[src/rtl/demux_router.sv]
// N-channel registered demux, addressed (sel) or round-robin steering; DEMUX_ROUTER_BROADCAST_EN adds a broadcast input.
// Latency: 1 cycle from accepted input to channel output register.
// Backpressure: in_ready drops when the target channel is full and not draining; out-of-range words are dropped and counted.
module demux_router #(
  parameter int WIDTH    = 4,
  parameter int CHANNELS = 4,
  parameter int SEL_W    = 2
) (
  input  logic                      clk,
  input  logic                      rst_n,
  input  logic                      enable,
  input  logic                      mode,
  input  logic                      in_valid,
  output logic                      in_ready,
  input  logic [WIDTH-1:0]          data_in,
  input  logic [SEL_W-1:0]          sel,
`ifdef DEMUX_ROUTER_BROADCAST_EN
  input  logic                      broadcast,
`endif
  output logic [CHANNELS-1:0]       out_valid,
  input  logic [CHANNELS-1:0]       out_ready,
  output logic [CHANNELS*WIDTH-1:0] out_data,
  output logic [SEL_W-1:0]          rr_ptr,
  output logic [7:0]                drop_cnt
);

  localparam logic [SEL_W:0]   CH_LIM  = (SEL_W+1)'(CHANNELS);
  localparam logic [SEL_W-1:0] PTR_MAX = SEL_W'(CHANNELS - 1);

  logic                bcast;
  logic [SEL_W-1:0]    tgt;
  logic                in_range;
  logic [CHANNELS-1:0] free;
  logic                tgt_free;
  logic                xfer;
  logic [CHANNELS-1:0] load;

`ifdef DEMUX_ROUTER_BROADCAST_EN
  assign bcast = broadcast;
`else
  assign bcast = 1'b0;
`endif

  assign tgt      = mode ? rr_ptr : sel;
  assign in_range = {1'b0, tgt} < CH_LIM;
  // A full channel still counts as free when its consumer takes the word this cycle.
  assign free     = ~out_valid | out_ready;

  always_comb begin
    tgt_free = 1'b0;
    for (int i = 0; i < CHANNELS; i++) begin
      if (tgt == SEL_W'(i)) tgt_free = free[i];
    end
  end

  always_comb begin
    in_ready = 1'b0;
    if (rst_n && enable) begin
      if (bcast) in_ready = &free;
      else       in_ready = in_range ? tgt_free : 1'b1;
    end
  end

  assign xfer = in_valid & in_ready;

  always_comb begin
    load = '0;
    for (int i = 0; i < CHANNELS; i++) begin
      load[i] = xfer & (bcast | (in_range & (tgt == SEL_W'(i))));
    end
  end

  always_ff @(posedge clk or negedge rst_n) begin
    if (!rst_n) begin
      out_valid <= '0;
      out_data  <= '0;
    end else begin
      for (int i = 0; i < CHANNELS; i++) begin
        if (load[i]) begin
          out_valid[i]               <= 1'b1;
          out_data[i*WIDTH +: WIDTH] <= data_in;
        end else if (out_valid[i] && out_ready[i]) begin
          out_valid[i]               <= 1'b0;
          out_data[i*WIDTH +: WIDTH] <= '0;
        end
      end
    end
  end

  always_ff @(posedge clk or negedge rst_n) begin
    if (!rst_n) begin
      rr_ptr   <= '0;
      drop_cnt <= '0;
    end else if (xfer && !bcast) begin
      if (mode) rr_ptr <= (rr_ptr == PTR_MAX) ? '0 : rr_ptr + 1'b1;
      if (!in_range && drop_cnt != 8'hFF) drop_cnt <= drop_cnt + 8'd1;
    end
  end

endmodule

[config.mk]
export PLATFORM = sky130hd
export DESIGN_NAME = demux_router
export DESIGN_NICKNAME = d
export VERILOG_FILES = /design/src/rtl/demux_router.sv
export SDC_FILE = /design/constraint.sdc
export NUM_CORES = 1
export LEC_CHECK = 0
export ABC_AREA = 1
export CORE_MARGIN = 10
export CORE_UTILIZATION = 46
export DETAILED_ROUTE_END_ITERATION = 8
export PLACE_DENSITY = 0.87
export SLEW_MARGIN = 10
export SYNTH_ARGS = -nofsm -noshare
export SYNTH_HDL_FRONTEND = slang
export SYNTH_SLANG_ARGS = --single-unit
[constraint.sdc]
create_clock -name clk -period 2.3 [get_ports clk]
set_input_delay 0.23 -clock clk [delete_from_list [all_inputs] [get_ports clk]]
set_output_delay 0.23 -clock clk [all_outputs]
set_load 0.01 [all_outputs]
Word-level counts from Yosys, hierarchy flattened
Index checks and enable logic that the tools add are counted.
Storage, ports and cells
  input port bits: 15
  output and inout port bits: 31
  word-level logic and storage cells: 55
  bits in registers: 22
Operators by class
  add/subtract/negate cells: 1
  bitwise operators: 7
  mux-type cells: 23
  equality and inequality tests: 4
  reduce and logical (&&, ||, !) cells: 11
Operator list (number)
  4-bit 2-to-1 mux: 8
  1-bit 2-to-1 mux: 13
  2-bit nonzero test: 4
  2-bit equality test, second input constant: 3
  1-bit AND: 5
  1-bit logical AND: 5
  2-bit 2-to-1 mux: 2
  4-bit NOT: 1
  4-bit OR: 1
  2-bit by 1-bit adder with 2-bit output, second input constant: 1
  2-bit by 1-bit equality test with 1-bit output, second input constant: 1
  2-bit logical NOT: 1
  2-bit AND reduction: 1

Longest topological paths before layout
Gate-level depths: netlist of run 1.
  depth after elaboration: 10
  depth in mapped cells: 11
  mapped depth without buffers: 11

Least setup slack after synthesis of run 1
No wires, ideal clock.
  path type: register to output
  start point: register rr_ptr[1]
  end point: output in_ready
  arrival time: 1137 ps
  buffers on the path: 1
  required time: 2070 ps
  stages on the path, launching flop included: 10
  path slack: 933 ps
  cells stage by stage: dfrtp_1 -> inv_1 -> nand2_1 -> nand2_2 -> nand2_2 -> inv_2 -> nand2_2 -> nand3_2 -> nor2_4 -> buf_6
Between the ends
  cells in the longest elaborated chain, start to end: 7
  elaborated cells between the ends (all ways): 10
  classes of those cells: 3 x eq/ne; 6 x mux; 1 x reduce/logical
Ends and longest elaborated chain
  start, declared: RTL line 23  | output logic [SEL_W-1:0] rr_ptr,
  start signal, assigned: RTL line 95  | if (mode) rr_ptr <= (rr_ptr == PTR_MAX) ? '0 : rr_ptr + 1'b1;
  2-bit 2-to-1 mux *: RTL line 44  | assign tgt = mode ? rr_ptr : sel;
  2-bit logical NOT: RTL line 52  | if (tgt == SEL_W'(i)) tgt_free = free[i];
  1-bit 2-to-1 mux (3 in a row): RTL line 52
  1-bit 2-to-1 mux *: RTL line 52
  1-bit 2-to-1 mux *: RTL line 58  | if (rst_n && enable) begin
  end, declared: RTL line 14  | output logic in_ready,
Mark *: on every way between the ends. The rest lies on a longest branch, timed or not.

Worst setup path in the final report of run 1
Same ends and word-level chain as after synthesis.

==> results of run 1 <==
[registers in the layout (all words and copies together) (netlist names)]
name	flops
out_data	16
out_valid	4
rr_ptr	2
[report_power, final]
group / internal (mW) / switching, mW
Sequential: 0.486 / 0.0646
Clock: 0.176 / 0.127
Combinational: 0.262 / 0.240
[metal layers]
layer  vias to the layer above  GRT usage  wire [um]
li1                        555          -          -
met1                       533      0.131       1230
met2                        41      0.244       1690
met3                         6     0.0325        235
met4                         0     0.0680         84
met5                         -          0          0
[what timing repair did]
action,in CTS,in global routing
setup buffers,0,0
resized for setup,0,1
setup endpoints to repair,0,1
[stage by stage]
step                power (mW)  hold slack (ns)  std cells
floorplan                0.778          -0.0656        154
global placement          1.04            0.485        213
detailed placement        1.07            0.492        213
CTS                       1.37            0.296        217
global route              1.44            0.313        217
finish                    1.36            0.287        217
[synth_stat cells, drive strengths merged]
cell,instances,area share
buf,10,0.065
clkbuf,1,0.0032
conb,1,0.0032
dfrtp,22,0.47
ha,1,0.011
inv,17,0.055
nand2,38,0.13
nand3,22,0.099
nand4,17,0.091
nor2,11,0.042
o21ai,7,0.030
[cell type report]
| type | instances | area [um2] |
|---|---|---|
| Fill cell | 223 | 855 |
| Sequential cell | 22 | 551 |
| Multi-Input combinational cell | 104 | 500 |
| Timing Repair Buffer | 40 | 395 |
| Inverter | 17 | 63.8 |
| Tap cell | 30 | 37.5 |
| Clock inverter | 1 | 30.0 |
| Clock buffer | 3 | 22.5 |
[path summary, 6_finish.rpt]
| kind | startpoint | cells past startpoint | to |
|---|---|---|---|
| min | rst_n | 2 | out_data[6]$_DFFE_PN0P_ |
| min in group clk | mode | 3 | rr_ptr[1]$_DFFE_PN0P_ |
| max reg2reg | rr_ptr[1]$_DFFE_PN0P_ | 8 | out_data[2]$_DFFE_PN0P_ |
| min reg2reg | out_data[5]$_DFFE_PN0P_ | 2 | out_data[5]$_DFFE_PN0P_ |
| max in group asynchronous | rst_n | 2 | rr_ptr[0]$_DFFE_PN0P_ |
| max | rr_ptr[1]$_DFFE_PN0P_ | 9 | in_ready |
[cell families after synthesis]
group                    after synthesis  synth area share
flip-flops                            22             0.471
buffers and inverters                 28             0.123
AO/OA/AOI/OAI                          7            0.0300
other                                  1           0.00321
AND/OR/NAND/NOR                       88             0.362
adder cells (fa/ha/maj)                1            0.0107
==> results.sh, run 1 <==
export IMPL_status="completed"
export IMPL_cts_hold_buf=0
export IMPL_first_pass_iters=4
export IMPL_antenna_found_initial=0
export IMPL_dp_slack_ns=0.0433
export IMPL_cp_max_fo=6
export IMPL_tritoncts="yes"
export IMPL_place_area_um2=1550
export IMPL_finalHoldViolations=0
export IMPL_layout_common_cells="36 x clkdlybuf4s50_1, 34 x nand2_1, 22 x dfrtp_1"
export IMPL_yosysSeqAreaShare=0.471
export IMPL_grt_pass1_wl_um=5400
export IMPL_globalplace_congestion=0.898
export IMPL_num_rows=18
export IMPL_fmax_ghz=0.470
export IMPL_clkSlewWorstSetupHoldPaths_ns=0.13
export IMPL_boundaryPins=46
export IMPL_post_route_util=0.652
export IMPL_synthCells=147
export IMPL_crit_family="buffers and inverters"
export IMPL_postRouteAntennaNets=0
export IMPL_via_count=1135
export IMPL_start_util=0.476
export IMPL_die_h_um=70.4
export IMPL_rrSetupSlack_ns=0.67
export IMPL_cts_inserted_buffers=3
export IMPL_netlist_area_um2=1170
export IMPL_drv_cap=0
export IMPL_leakagePower_nw=0.815
export IMPL_wl_um=3250
export IMPL_area_delta_synth_final_pct=36.9
export IMPL_fp_dieW_um=70.4
export IMPL_final_area_um2=1600
export IMPL_grt_overflow_total=0
export IMPL_syn_area_per_cell_um2=7.95
export IMPL_routedWlPerCell_um=15.0
export IMPL_finalSetupTns_ns=0
export IMPL_via_per_inst=5.23
export IMPL_critPathCaptureType="output pin"
export IMPL_fp_coreArea_um2=2450
export IMPL_arrival_ns=1.90
export IMPL_fin_crit_sh=0.925
export IMPL_hpwlAfterDp_um=2590
export IMPL_crit_slowest_cell="clkdlybuf4s50_1"
export IMPL_hp_class="input port to asynchronous set/reset pin"
export IMPL_drc=0
export IMPL_critical_path_class="register to output pin"
export IMPL_path_common_cell="nand2_2"
export IMPL_drive_above_1_share=0.0802
export IMPL_num_antenna_cells=0
export IMPL_irDropWorstVdd_uv=507
export IMPL_grt_max_degree=23
export IMPL_fin_crit_ns=2.13
export IMPL_ctsRootBufferMaster="clkbuf_4"
export IMPL_fin_ws_ns=0.172
export IMPL_path_cells="inv_1 -> nand2_1 -> nand2_2 -> nand2_2 -> inv_2 -> nand2_2 -> nand3_2 -> nor2_4 -> clkdlybuf4s50_1"
export IMPL_required_ns=2.07
export IMPL_p_per_area_nw_per_um2=847
export IMPL_yosysUniqueCellTypes=17
export IMPL_final_max_slew_viol_count=0
export IMPL_cts_sinks=22
export IMPL_grt_pass1_vias=1166
export IMPL_setup_viol=0
export IMPL_ys_ff_latch=22
export IMPL_yosysWarnings=0
export IMPL_htreeDepth=1
export IMPL_grt_setup_unrepaired="false"
export IMPL_final_nets=204
export IMPL_grt_total_usage=0.132
export IMPL_crit_buf_inv=3
export IMPL_fin_skew_ns=0.00825
export IMPL_first_iter_violations=41
export IMPL_final_common_cell="clkdlybuf4s50_1"
export IMPL_critPathMaxStageDelay_ns=0.56
export IMPL_io_buffer_count=37
export IMPL_critPathLaunchType="register"
export IMPL_clock_latency_ns=0.32
export IMPL_die_area_um2=4960
export IMPL_cts_max_path_buffers=2
No activity file was read; power rests on OpenSTA's default activity.
==> run 2: changes to the inputs <==
--- a/config.mk
+++ b/config.mk
@@ -10,6 +10,7 @@
 export CORE_UTILIZATION = 46
 export DETAILED_ROUTE_END_ITERATION = 8
 export PLACE_DENSITY = 0.87
+export SETUP_SLACK_MARGIN = 0.2
 export SLEW_MARGIN = 10
 export SYNTH_ARGS = -nofsm -noshare
 export SYNTH_HDL_FRONTEND = slang
==> run 2 against run 1 <==
Against the previous run: via count unchanged; wire length down 0.43%; clock power about the same; combinational power about the same; non-clock buffer count unchanged; largest power group unchanged.
==> results.sh, run 2 (synthesis gave the netlist of run 1 again) <==
export IMPL_fin_skew_ns=0.00753
export IMPL_via_count=1135
export IMPL_cts_hold_buf=0
export IMPL_cts_inserted_buffers=3
export IMPL_wl_um=3230
export IMPL_place_inst=213
export IMPL_setup_viol=0
export IMPL_finalSetupTns_ns=0
export IMPL_critical_path_class="register to output pin"
export IMPL_critPathCaptureType="output pin"
export IMPL_required_ns=2.07
export IMPL_cts_max_path_buffers=2
export IMPL_routedWlPerCell_um=14.9
export IMPL_fin_total_pwr_mw=1.35
export IMPL_fin_crit_ns=1.85
export IMPL_antenna_found_initial=0
export IMPL_grt_max_degree=23
export IMPL_layout_common_cells="35 x clkdlybuf4s50_1, 34 x nand2_1, 22 x dfrtp_1"
export IMPL_arrival_ns=1.62
export IMPL_drive_above_1_share=0.0802
export IMPL_drv_cap=0
export IMPL_ctsRootBufferMaster="clkbuf_4"
export IMPL_fillers=225
export IMPL_grt_setup_unrepaired="false"
export IMPL_final_max_slew_viol_count=0
export IMPL_place_area_um2=1550
export IMPL_status="completed"
export IMPL_stdcell_count=217
export IMPL_hp_class="input port to asynchronous set/reset pin"
export IMPL_fp_coreArea_um2=2450
export IMPL_final_common_cell="clkdlybuf4s50_1"
export IMPL_finalHoldViolations=0
export IMPL_htreeDepth=1
export IMPL_grt_pass1_wl_um=5390
export IMPL_final_nets=204
export IMPL_post_cts_setup_buffers=0
export IMPL_boundaryPins=46
export IMPL_num_antenna_cells=0
export IMPL_io_buffer_count=37
export IMPL_leakagePower_nw=0.810
export IMPL_largest_register="out_data"
export IMPL_final_area_um2=1600
export IMPL_globalplace_congestion=0.898
export IMPL_largest_reg_flops=16
export IMPL_grt_pass1_vias=1161
export IMPL_drc=0
export IMPL_first_iter_violations=44
export IMPL_tritoncts="yes"
export IMPL_clock_latency_ns=0.32
export IMPL_die_area_um2=4960
export IMPL_hpwlAfterDp_um=2590
export IMPL_grt_overflow_total=0
export IMPL_irDropWorstVdd_uv=507
export IMPL_cts_sinks=22
export IMPL_start_util=0.476
export IMPL_die_h_um=70.4
export IMPL_postRouteAntennaNets=0
export IMPL_reg_top3="out_data x16, out_valid x4, rr_ptr x2"
export IMPL_grt_total_usage=0.132
export IMPL_fp_dieW_um=70.4
export IMPL_area_delta_synth_final_pct=36.5
export IMPL_fin_crit_sh=0.804
export IMPL_p_per_area_nw_per_um2=849
export IMPL_fmax_ghz=0.541
export IMPL_critPathLaunchType="register"
export IMPL_first_pass_iters=4
export IMPL_cts_resized=2
export IMPL_cp_max_fo=6
export IMPL_clkSlewWorstSetupHoldPaths_ns=0.13
export IMPL_via_per_inst=5.23
export IMPL_num_rows=18
==> run 2: worst max-delay path: stages, from the launching register on <==
cell and delay [ns]:
dfrtp_1 0.45, inv_1 0.07, nand2_1 0.06, nand2_2 0.11, nand2_2 0.06, inv_2 0.10
nand2_2 0.06, nand3_2 0.08, nor2_4 0.04, dlygate4sd2_1 0.28
==> run 2: worst paths after layout <==
path	startpoint	to	slack, ns	cells past startpoint
max in group asynchronous	rst_n	rr_ptr[0]$_DFFE_PN0P_	1.78	2
worst min-delay path	rst_n	out_data[6]$_DFFE_PN0P_	0.29	2
worst max register to register	rr_ptr[1]$_DFFE_PN0P_	out_data[2]$_DFFE_PN0P_	0.66	8
worst max-delay path	rr_ptr[1]$_DFFE_PN0P_	in_ready	0.45	9
min in group clk	mode	rr_ptr[1]$_DFFE_PN0P_	0.43	3
worst min register to register	out_data[5]$_DFFE_PN0P_	out_data[5]$_DFFE_PN0P_	0.51	2
==> run 2: report_power, final <==
part           total [mW]  internal [mW]  switching, mW
Sequential          0.550          0.486         0.0648
Clock               0.302          0.176          0.126
Combinational       0.501          0.261          0.240
==> run 2: metal layers <==
metal / global-route usage / up-vias / part of all wire
met5: 0 / - / 0
met4: 0.0680 / 0 / 0.035
met3: 0.0325 / 10 / 0.061
met2: 0.244 / 44 / 0.52
met1: 0.131 / 526 / 0.39
li1: - / 555 / -
==> run 2: area by class of cell <==
cell class                 instances  area, um2  area share
sequential                        22        551       0.345
multi-input combinational        104        500       0.314
timing repair buffer              40        390       0.245
inverter                          17       63.8      0.0400
tap                               30       37.5      0.0235
clock inverter                     1       30.0      0.0188
clock buffer                       3       22.5      0.0141
==> run 2: through the flow <==
stage          utilization  setup slack (ns)  hold WS [ns]
2_1_floorplan            -             0.933       -0.0656
3_3_place_gp         0.629             0.140         0.485
3_5_place_dp         0.629            0.0433         0.492
4_1_cts              0.650             0.449         0.296
5_1_grt              0.650             0.334         0.313
6_report             0.650             0.450         0.292
==> run 3: changes to the inputs <==
--- a/config.mk
+++ b/config.mk
@@ -7,9 +7,9 @@
 export LEC_CHECK = 0
 export ABC_AREA = 1
 export CORE_MARGIN = 10
-export CORE_UTILIZATION = 46
+export CORE_UTILIZATION = 39
 export DETAILED_ROUTE_END_ITERATION = 8
-export PLACE_DENSITY = 0.87
+export PLACE_DENSITY = 0.79
 export SETUP_SLACK_MARGIN = 0.2
 export SLEW_MARGIN = 10
 export SYNTH_ARGS = -nofsm -noshare
==> constraint.sdc (replaced) <==
create_clock -name clk -period 1.7 [get_ports clk]
set_input_delay 0.17 -clock clk [delete_from_list [all_inputs] [get_ports clk]]
set_output_delay 0.17 -clock clk [all_outputs]
set_load 0.01 [all_outputs]
==> run 3 against run 2 <==
Against the previous run: combinational power grew 62%; clock skew fell by 0.0056 ns; clock power up 36%; wire length up 9.2%; largest cell class unchanged; power grew 45%; sequential share of layout area fell by 3.6 points; cell area rose by 12%; core utilization decreased by 1.6 points; sequential cell count stayed put; non-clock buffer count up 18; first-iteration DRC count is 59% higher.
==> results.sh, run 3 (synthesis gave the netlist of run 1 again) <==
export IMPL_status="completed"
export IMPL_die_area_um2=5590
export IMPL_globalplace_congestion=0.922
export IMPL_die_h_um=74.7
export IMPL_final_nets=222
export IMPL_via_count=1229
export IMPL_first_iter_violations=70
export IMPL_cts_sinks=22
export IMPL_grt_max_degree=23
export IMPL_irDropWorstVdd_uv=457
export IMPL_num_antenna_cells=0
export IMPL_cts_max_path_buffers=2
export IMPL_finalHoldViolations=0
export IMPL_rrSetupSlack_ns=0.21
export IMPL_start_util=0.417
export IMPL_p_per_area_nw_per_um2=1100
export IMPL_cp_max_fo=3
export IMPL_crit_path_start="rr_ptr[1]$_DFFE_PN0P_"
export IMPL_wl_met3_um=346
export IMPL_arrival_ns=1.40
export IMPL_critPathCaptureType="output pin"
export IMPL_final_common_cell="clkdlybuf4s50_1"
export IMPL_finalSetupTns_ns=0
export IMPL_drv_cap=0
export IMPL_grt_overflow_total=0
export IMPL_wl_met1_um=1330
export IMPL_postRouteAntennaNets=0
export IMPL_via_per_inst=5.21
export IMPL_hp_class="input port to asynchronous set/reset pin"
export IMPL_layout_common_cells="32 x clkdlybuf4s50_1, 29 x nand2_1, 22 x dfrtp_1"
export IMPL_fin_total_pwr_mw=1.96
export IMPL_top_layer="met4"
export IMPL_critical_path_class="register to output pin"
export IMPL_grt_total_usage=0.125
export IMPL_fin_crit_sh=0.922
export IMPL_largest_reg_flops=16
export IMPL_drive_above_1_share=0.215
export IMPL_met2WireLength_um=1830
export IMPL_ctsRootBufferMaster="clkbuf_4"
export IMPL_antenna_found_initial=0
export IMPL_fin_skew_ns=0.00195
export IMPL_largest_register="out_data"
export IMPL_clkSlewWorstSetupHoldPaths_ns=0.13
export IMPL_hpwlAfterDp_um=2730
export IMPL_cts_inserted_buffers=3
export IMPL_fillers=251
export IMPL_io_buffer_count=37
export IMPL_final_max_slew_viol_count=0
export IMPL_required_ns=1.53
export IMPL_fp_dieW_um=74.7
export IMPL_r2r_start="rr_ptr[1]$_DFFE_PN0P_"
export IMPL_clock_latency_ns=0.31
export IMPL_drc=0
export IMPL_grt_pass1_vias=1206
export IMPL_fmax_ghz=0.638
export IMPL_num_rows=19
export IMPL_leakagePower_nw=0.925
export IMPL_boundaryPins=46
export IMPL_tritoncts="yes"
export IMPL_cts_hold_buf=0
export IMPL_fin_crit_ns=1.57
export IMPL_grt_pass1_wl_um=5630
export IMPL_routedWlPerCell_um=15.0
export IMPL_grt_setup_unrepaired="true"
export IMPL_critPathLaunchType="register"
export IMPL_first_pass_iters=4
export IMPL_setup_viol=0
export IMPL_htreeDepth=1
export IMPL_post_route_util=0.634
export IMPL_reg_top3="out_data x16, out_valid x4, rr_ptr x2"
export IMPL_wl_um=3530
export IMPL_fp_coreArea_um2=2810
export IMPL_area_delta_synth_final_pct=52.2
## run 3: per-layer routing
layer	GRT usage	vias up
li1	-	587
met1	0.133	585
met2	0.234	54
met3	0.0434	3
met4	0.0252	0
met5	0	-
## run 3: path summary, 6_finish.rpt
kind,endpoint,cells after the start
worst max-delay path,in_ready,9
min in group clk,rr_ptr[1]$_DFFE_PN0P_,4
worst min-delay path,out_data[13]$_DFFE_PN0P_,2
worst min register to register,out_data[10]$_DFFE_PN0P_,2
worst max register to register,rr_ptr[0]$_DFFE_PN0P_,12
max in group asynchronous,out_data[0]$_DFFE_PN0P_,2
## run 3: through the flow
stage / std cells / hold WS (ns) / setup slack, ns / instance area, um2
finish: 236 / 0.233 / 0.133 / 1780
global route: 236 / 0.253 / 0.0469 / 1780
CTS: 233 / 0.246 / 0.145 / 1710
detailed placement: 229 / 0.496 / -0.333 / 1660
global placement: 229 / 0.487 / -0.282 / 1660
floorplan: 154 / -0.126 / 0.360 / 1190
## run 3: layout make-up
class / instances / area (um2) / share of cell area
clock buffers: 3 / 22.5 / 0.0127
clock inverters: 1 / 30.0 / 0.0169
inverters: 17 / 63.8 / 0.0359
multi-input cells: 104 / 546 / 0.307
flip-flops and latches: 22 / 551 / 0.309
well taps: 31 / 38.8 / 0.0218
repair buffers: 58 / 528 / 0.297
## run 3: power breakdown
group | switching (mW) | total [mW] | internal (mW)
Clock | 0.172 | 0.411 | 0.238
Combinational | 0.378 | 0.812 | 0.434
Sequential | 0.0811 | 0.738 | 0.657
Total | 0.631 | 1.96 | 1.33
## run 3: critical path, cell delays in order (launching register included)
cell	delay, ns
dfrtp_1	0.40
inv_1	0.06
nand2_2	0.07
nand2_4	0.06
nand2_2	0.08
inv_2	0.05
nand2_2	0.05
nand3_2	0.07
nor2_4	0.13
buf_6	0.11
## run 3: what timing repair did
item                                    CTS  global route
cloned                                    0             0
gates resized for setup                  10            14
pin swaps                                 1             7
setup buffers                             0             3
endpoints found under the setup margin   17            18
endpoints found under the hold margin     0             0
